===== config.mk =====
export PLATFORM = sky130hd
export DESIGN_NAME = median_rank_pipe
export DESIGN_NICKNAME = d
export VERILOG_FILES = /design/src/rtl/median_pkg.sv /design/src/rtl/median_rank_pipe_sort3_asc.sv /design/src/rtl/median_rank_pipe.sv
export SDC_FILE = /design/constraint.sdc
export NUM_CORES = 1
export LEC_CHECK = 0
export ABC_CLOCK_PERIOD_IN_PS = 7100
export BUFFER_PORTS_ARGS = -buffer_cell sky130_fd_sc_hd__buf_2
export CORE_ASPECT_RATIO = 0.8
export CORE_MARGIN = 2
export CORE_UTILIZATION = 55
export DETAILED_ROUTE_END_ITERATION = 12
export PLACE_DENSITY_LB_ADDON = 0.3
export SETUP_SLACK_MARGIN = 0.2
export SYNTH_ARGS = -nofsm -noshare
export SYNTH_HDL_FRONTEND = slang
export SYNTH_SLANG_ARGS = --single-unit
export TNS_END_PERCENT = 20

===== constraint.sdc =====
create_clock -name clk -period 7.1 [get_ports clk]
set_input_delay 0.355 -clock clk [delete_from_list [all_inputs] [get_ports clk]]
set_output_delay 0.355 -clock clk [all_outputs]
set_load 0.02 [all_outputs]

===== src/rtl/median_pkg.sv =====
// Shared definitions for the median/rank filter pipeline.
//   mode_e     : per-window operation (median, min, max, reserved = median)
//   DATA_W_DEF : default pixel width used by median_rank_pipe
package median_pkg;

    typedef enum logic [1:0] {
        MODE_MEDIAN = 2'b00,
        MODE_MIN    = 2'b01,
        MODE_MAX    = 2'b10,
        MODE_RSVD   = 2'b11
    } mode_e;

    localparam int DATA_W_DEF = 8;

endpackage


===== src/rtl/median_rank_pipe_sort3_asc.sv =====
// sort3_asc: combinational ascending sort of three unsigned values.
// Ports:
//   a, b, c : DATA_W-bit inputs
//   min     : smallest of the three
//   mid     : middle value
//   max     : largest of the three
// Equal inputs resolve to the same value on every output that selects them,
// so ties are deterministic.
module sort3_asc #(
    parameter int DATA_W = 8
) (
    input  logic [DATA_W-1:0] a,
    input  logic [DATA_W-1:0] b,
    input  logic [DATA_W-1:0] c,
    output logic [DATA_W-1:0] min,
    output logic [DATA_W-1:0] mid,
    output logic [DATA_W-1:0] max
);

    logic [DATA_W-1:0] ab_lo_s;
    logic [DATA_W-1:0] ab_hi_s;
    logic [DATA_W-1:0] hc_lo_s;

    // Three compare-exchange steps: (a,b), (hi,c), (lo,hc_lo).
    always_comb begin
        ab_lo_s = (a <= b) ? a : b;
        ab_hi_s = (a <= b) ? b : a;
        hc_lo_s = (ab_hi_s <= c) ? ab_hi_s : c;
        max     = (ab_hi_s <= c) ? c : ab_hi_s;
        min     = (ab_lo_s <= hc_lo_s) ? ab_lo_s : hc_lo_s;
        mid     = (ab_lo_s <= hc_lo_s) ? hc_lo_s : ab_lo_s;
    end

endmodule


===== src/rtl/median_rank_pipe.sv =====
// median_rank_pipe: 3-stage 3x3 median / min / max filter.
// Ports:
//   clk, rst             : clock, asynchronous active-high reset
//   in_valid, in_ready   : input handshake (in_ready = pipeline enable)
//   window [9*DATA_W]    : pixel k at [k*DATA_W +: DATA_W], rows of three
//   mode [MODE_W]        : 00 median, 01 min, 10 max, 11 median
//   out_valid, out_ready : output handshake
//   pixel_out [DATA_W]   : filtered result (registered)
//   win_count [32]       : handshake counter, only with MEDIAN_RANK_CNT_EN
// S1 sorts each row, S2 forms max-of-mins / mid-of-mids / min-of-maxes plus
// global min/max, S3 selects the result. One enable stalls every stage.
module median_rank_pipe
    import median_pkg::*;
#(
    parameter int DATA_W = DATA_W_DEF,
    parameter int MODE_W = 2
) (
    input  logic                  clk,
    input  logic                  rst,
    input  logic                  in_valid,
    output logic                  in_ready,
    input  logic [9*DATA_W-1:0]   window,
    input  logic [MODE_W-1:0]     mode,
    output logic                  out_valid,
    input  logic                  out_ready,
    output logic [DATA_W-1:0]     pixel_out
`ifdef MEDIAN_RANK_CNT_EN
    ,
    output logic [31:0]           win_count
`endif
);

    // Median of three, used on the S2 candidates.
    function automatic logic [DATA_W-1:0] med3(input logic [DATA_W-1:0] a,
                                               input logic [DATA_W-1:0] b,
                                               input logic [DATA_W-1:0] c);
        logic [DATA_W-1:0] lo;
        logic [DATA_W-1:0] hi;
        logic [DATA_W-1:0] hc;
        lo = (a <= b) ? a : b;
        hi = (a <= b) ? b : a;
        hc = (hi <= c) ? hi : c;
        return (lo <= hc) ? hc : lo;
    endfunction

    logic en_s;

    logic [DATA_W-1:0] row_mn_s [3];
    logic [DATA_W-1:0] row_md_s [3];
    logic [DATA_W-1:0] row_mx_s [3];

    logic [DATA_W-1:0] s1_mn_r [3];
    logic [DATA_W-1:0] s1_md_r [3];
    logic [DATA_W-1:0] s1_mx_r [3];
    logic [MODE_W-1:0] s1_mode_r;
    logic              s1_valid_r;

    logic [DATA_W-1:0] gmin_s, lo_s, unused_mn_mid_s;
    logic [DATA_W-1:0] unused_md_lo_s, md_s, unused_md_hi_s;
    logic [DATA_W-1:0] hi_s, unused_mx_mid_s, gmax_s;

    logic [DATA_W-1:0] s2_lo_r, s2_md_r, s2_hi_r, s2_gmin_r, s2_gmax_r;
    logic [MODE_W-1:0] s2_mode_r;
    logic              s2_valid_r;

    logic [DATA_W-1:0] sel_s;

    // A stage may advance when the output slot is empty or being drained.
    always_comb begin
        en_s     = out_ready | ~out_valid;
        in_ready = en_s;
    end

    for (genvar r = 0; r < 3; r++) begin : g_row
        sort3_asc #(.DATA_W(DATA_W)) u_row (
            .a   (window[(3*r+0)*DATA_W +: DATA_W]),
            .b   (window[(3*r+1)*DATA_W +: DATA_W]),
            .c   (window[(3*r+2)*DATA_W +: DATA_W]),
            .min (row_mn_s[r]),
            .mid (row_md_s[r]),
            .max (row_mx_s[r])
        );
    end

    // S1: register sorted rows, mode and valid (bubble when in_valid is low).
    always_ff @(posedge clk or posedge rst) begin
        if (rst) begin
            s1_valid_r <= 1'b0;
            s1_mode_r  <= MODE_MEDIAN;
            for (int r = 0; r < 3; r++) begin
                s1_mn_r[r] <= {DATA_W{1'b0}};
                s1_md_r[r] <= {DATA_W{1'b0}};
                s1_mx_r[r] <= {DATA_W{1'b0}};
            end
        end else if (en_s) begin
            s1_valid_r <= in_valid;
            s1_mode_r  <= mode;
            for (int r = 0; r < 3; r++) begin
                s1_mn_r[r] <= row_mn_s[r];
                s1_md_r[r] <= row_md_s[r];
                s1_mx_r[r] <= row_mx_s[r];
            end
        end else begin
            s1_valid_r <= s1_valid_r;
        end
    end

    // Column sorts: the max of row mins, mid of row mids and min of row maxes
    // bracket the median; min of mins / max of maxes are the global extrema.
    sort3_asc #(.DATA_W(DATA_W)) u_mins (
        .a(s1_mn_r[0]), .b(s1_mn_r[1]), .c(s1_mn_r[2]),
        .min(gmin_s), .mid(unused_mn_mid_s), .max(lo_s)
    );
    sort3_asc #(.DATA_W(DATA_W)) u_mids (
        .a(s1_md_r[0]), .b(s1_md_r[1]), .c(s1_md_r[2]),
        .min(unused_md_lo_s), .mid(md_s), .max(unused_md_hi_s)
    );
    sort3_asc #(.DATA_W(DATA_W)) u_maxs (
        .a(s1_mx_r[0]), .b(s1_mx_r[1]), .c(s1_mx_r[2]),
        .min(hi_s), .mid(unused_mx_mid_s), .max(gmax_s)
    );

    // S2: register median candidates, extrema, mode and valid.
    always_ff @(posedge clk or posedge rst) begin
        if (rst) begin
            s2_valid_r <= 1'b0;
            s2_mode_r  <= MODE_MEDIAN;
            s2_lo_r    <= {DATA_W{1'b0}};
            s2_md_r    <= {DATA_W{1'b0}};
            s2_hi_r    <= {DATA_W{1'b0}};
            s2_gmin_r  <= {DATA_W{1'b0}};
            s2_gmax_r  <= {DATA_W{1'b0}};
        end else if (en_s) begin
            s2_valid_r <= s1_valid_r;
            s2_mode_r  <= s1_mode_r;
            s2_lo_r    <= lo_s;
            s2_md_r    <= md_s;
            s2_hi_r    <= hi_s;
            s2_gmin_r  <= gmin_s;
            s2_gmax_r  <= gmax_s;
        end else begin
            s2_valid_r <= s2_valid_r;
        end
    end

    // Result select; the reserved encoding falls back to median.
    always_comb begin
        sel_s = med3(s2_lo_r, s2_md_r, s2_hi_r);
        case (s2_mode_r)
            MODE_MIN: sel_s = s2_gmin_r;
            MODE_MAX: sel_s = s2_gmax_r;
            default:  sel_s = med3(s2_lo_r, s2_md_r, s2_hi_r);
        endcase
    end

    // S3: registered outputs, held while the consumer stalls.
    always_ff @(posedge clk or posedge rst) begin
        if (rst) begin
            out_valid <= 1'b0;
            pixel_out <= {DATA_W{1'b0}};
        end else if (en_s) begin
            out_valid <= s2_valid_r;
            pixel_out <= sel_s;
        end else begin
            out_valid <= out_valid;
        end
    end

`ifdef MEDIAN_RANK_CNT_EN
    // Count completed output handshakes, wrapping at 2^32.
    always_ff @(posedge clk or posedge rst) begin
        if (rst) begin
            win_count <= 32'd0;
        end else if (out_valid && out_ready) begin
            win_count <= win_count + 32'd1;
        end else begin
            win_count <= win_count;
        end
    end
`endif

endmodule


==> qor.csv <==
metric,value,unit
antenna violations before repair,0,
first-pass GRT wire length,67160,um
area occupied by registers,3178,um2
"leading cell type in the layout, fill and taps excluded",sky130_fd_sc_hd__ha_1,
number of synthesized flops with an enable pin,0,
number of setup violations in the final report,0,
DRC viols,0,
Clock transition at path regs,0.06,ns
RSZ-0062 raised after global routing,no,
latest clock arrival within the worst-skew pair,0.44,ns
Layout Utilization,0.6034,
HPWL after detailed placement,32450,um
nets in the synthesized netlist,1895,
number of port buffers,87,
result of the run,"finished, final reports clean",
total clock buffers created by CTS,17,
met3 Usage GRT,0.06497,
FILL cells,2167,
routability-driven placement congestion ratio,0.9902,
overall routed net length,41700,um
remaining max-slew budget at the tightest pin,0.3564,
number of global-route vias before repair,12610,
Setup crit end kind,flop,
fraction of the yosys area taken by sequential cells,0.2343,
area of the multi-input gates,9382,um2
warnings from Yosys,0,
"buffers from clock root to sink, at most",2,
depth of the most critical reg-to-reg path,20,
die width,179.6,um
average size of a mapped cell,8.235,um2
clock sink total,127,
standard cell core area,24310,um2
Hold Fails Final Rpt,0,
post-detailed-route via-to-cell ratio,6.676,
GR met2 Demand/Resource,0.5235,
setup clock skew after layout,0.01360,ns
Overall Global Routing Usage,0.3248,
arrival time reported for the critical path endpoint,6.65,ns
Initial Utilization,0.5579,
count of standard-cell rows,51,
Most used DFF post-synth,sky130_fd_sc_hd__dfrtp_1,
final net count,1924,
"commonest cells after routing, fill and taps aside","sky130_fd_sc_hd__ha_1, sky130_fd_sc_hd__nand2_1, sky130_fd_sc_hd__o21ai_0",
final routed wire length divided by cell count,20.79,um
cells resized by post-CTS repair,0,
Initial DRT Pass Iterations,6,
final critical path time including I/O delays and setup,6.299,ns
Post-Synthesis Cell Area,13560,um2
Cell variety after synth,85,
type of the worst min-delay path,input pin to asynchronous set/reset pin,
required time of the critical path,7.45,ns
share of cells above drive strength 1,0.1451,
period utilization,0.8872,
number of I/O pins,88,
number of buffers inserted to repair setup after CTS,0,
First DRT Iteration DRCs,1670,
worst hold margin,0.04635,ns
Final Max Slew Viols,0,
most heavily used metal layer in global routing,met2,
largest net degree at the start of global routing,98,
cells after synthesis,1647,
Antenna Cells,0,
quantity of hold-fixing buffers added after cts,0,
Die Ht,144.5,um
CP Launch Type,flop,
met1 Use GR,0.4448,
total congestion overflow,0,
maximum capacitance violations,0,
area added between synthesis and finish,8.164,%
# H-tree levels,4,
CP Max Fanout,17,
Setup TNS,0,ns
fraction of registers with async set/reset,1.000,
via count of the routed design,13390,
Detail Route Antenna Nets,0,
worst-margin pin slew,0.9653,ns
number of register bits inferred by synthesis,127,
worst setup path class,flop to flop,
clock tree root driver cell,sky130_fd_sc_hd__clkbuf_16,
upper clock frequency limit,158.7,MHz
clock tree from TritonCTS,built,
die area,25940,um2
==> cells by family after synthesis <==
| group | share of synthesized area |
|---|---|
| AO/OA/AOI/OAI | 0.3302 |
| adder cells (fa/ha/maj) | 0.1568 |
| buffers and inverters | 0.07454 |
| flip-flops | 0.2343 |
| multiplexers | 0.02860 |
| AND/OR/NAND/NOR | 0.1756 |
==> registers in the layout (all words and copies together), names as in the netlist <==
register    flops
pixel_out       8
s2_mode_r       2
s1_mx_r        24
s2_gmax_r       8
out_valid       1
s2_lo_r         8
s2_gmin_r       8
s1_mode_r       2
s2_hi_r         8
s2_valid_r      1
s1_md_r        24
s1_valid_r      1
s1_mn_r        24
s2_md_r         8
==> worst paths after layout <==
kind                                                 end              startpoint  slack, ns
worst max-delay path            s2_gmin_r[2]$_DFFE_PP0P_  s1_mn_r[9]$_DFFE_PP0P_       0.80
worst min-delay path              s1_valid_r$_DFFE_PP0P_                     rst       0.05
worst max register to register  s2_gmin_r[2]$_DFFE_PP0P_  s1_mn_r[9]$_DFFE_PP0P_       0.80
worst min register to register     out_valid$_DFFE_PP0P_  s2_valid_r$_DFFE_PP0P_       0.46
max in group asynchronous        s1_mn_r[22]$_DFFE_PP0P_                     rst       5.67
min in group clk                s1_mode_r[1]$_DFFE_PP0P_                 mode[1]       0.12
==> routing by layer <==
layer / up-vias / part of all wire
li1: 6293 / -
met4: 0 / 0.025
met1: 6397 / 0.44
met2: 607 / 0.45
met5: - / 0
met3: 95 / 0.090
==> per-stage QoR <==
step | setup slack, ns | area (um2) | std cells
2_1_floorplan | 2.196 | 13560 | 1647
3_3_place_gp | 0.8945 | 14010 | 1975
3_5_place_dp | 0.7469 | 14010 | 1975
4_1_cts | 0.9458 | 14670 | 2006
5_1_grt | 0.5220 | 14670 | 2006
6_report | 0.8006 | 14670 | 2006
==> area by class of cell <==
cell class                      instances  area share
Multi-Input combinational cell       1292      0.6395
Sequential cell                       127      0.2166
Inverter                              139     0.03591
Timing Repair Buffer                   99     0.03582
Clock buffer                           19     0.03087
Tap cell                              318     0.02712
Clock inverter                         12     0.01416
==> worst max-delay path, cell delays in order (launching register included) <==
cell	delay, ns
sky130_fd_sc_hd__dfrtp_1	0.47
sky130_fd_sc_hd__inv_1	0.11
sky130_fd_sc_hd__ha_1	0.32
sky130_fd_sc_hd__nor2b_1	0.14
sky130_fd_sc_hd__o211a_1	0.23
sky130_fd_sc_hd__o211ai_2	0.58
sky130_fd_sc_hd__a21boi_0	0.28
sky130_fd_sc_hd__or2_2	0.33
sky130_fd_sc_hd__ha_1	0.32
sky130_fd_sc_hd__and4b_1	0.22
sky130_fd_sc_hd__a211oi_2	0.05
sky130_fd_sc_hd__o211ai_2	0.36
sky130_fd_sc_hd__and2_0	0.76
sky130_fd_sc_hd__o31ai_2	0.20
sky130_fd_sc_hd__ha_1	0.33
sky130_fd_sc_hd__nor2b_1	0.14
sky130_fd_sc_hd__o211ai_1	0.15
sky130_fd_sc_hd__a21oi_1	0.10
sky130_fd_sc_hd__o22ai_1	0.60
sky130_fd_sc_hd__nor2_1	0.30
sky130_fd_sc_hd__a21oi_1	0.22
==> synth_stat cells (all sizes together) (34+ instances only) <==
master,instances,area share
ha,170,0.16
o211ai,72,0.043
dfrtp,127,0.23
nand3,76,0.028
o21ai,158,0.061
or2,34,0.016
a21oi,106,0.039
buf,48,0.025
nor3,35,0.018
nor2,62,0.017
inv,139,0.038
nand2,157,0.044
clkbuf,41,0.012
Power is left out: the tool's default activity adds up to more than one toggle a clock period on the data nets, which glitch-free logic cannot reach.
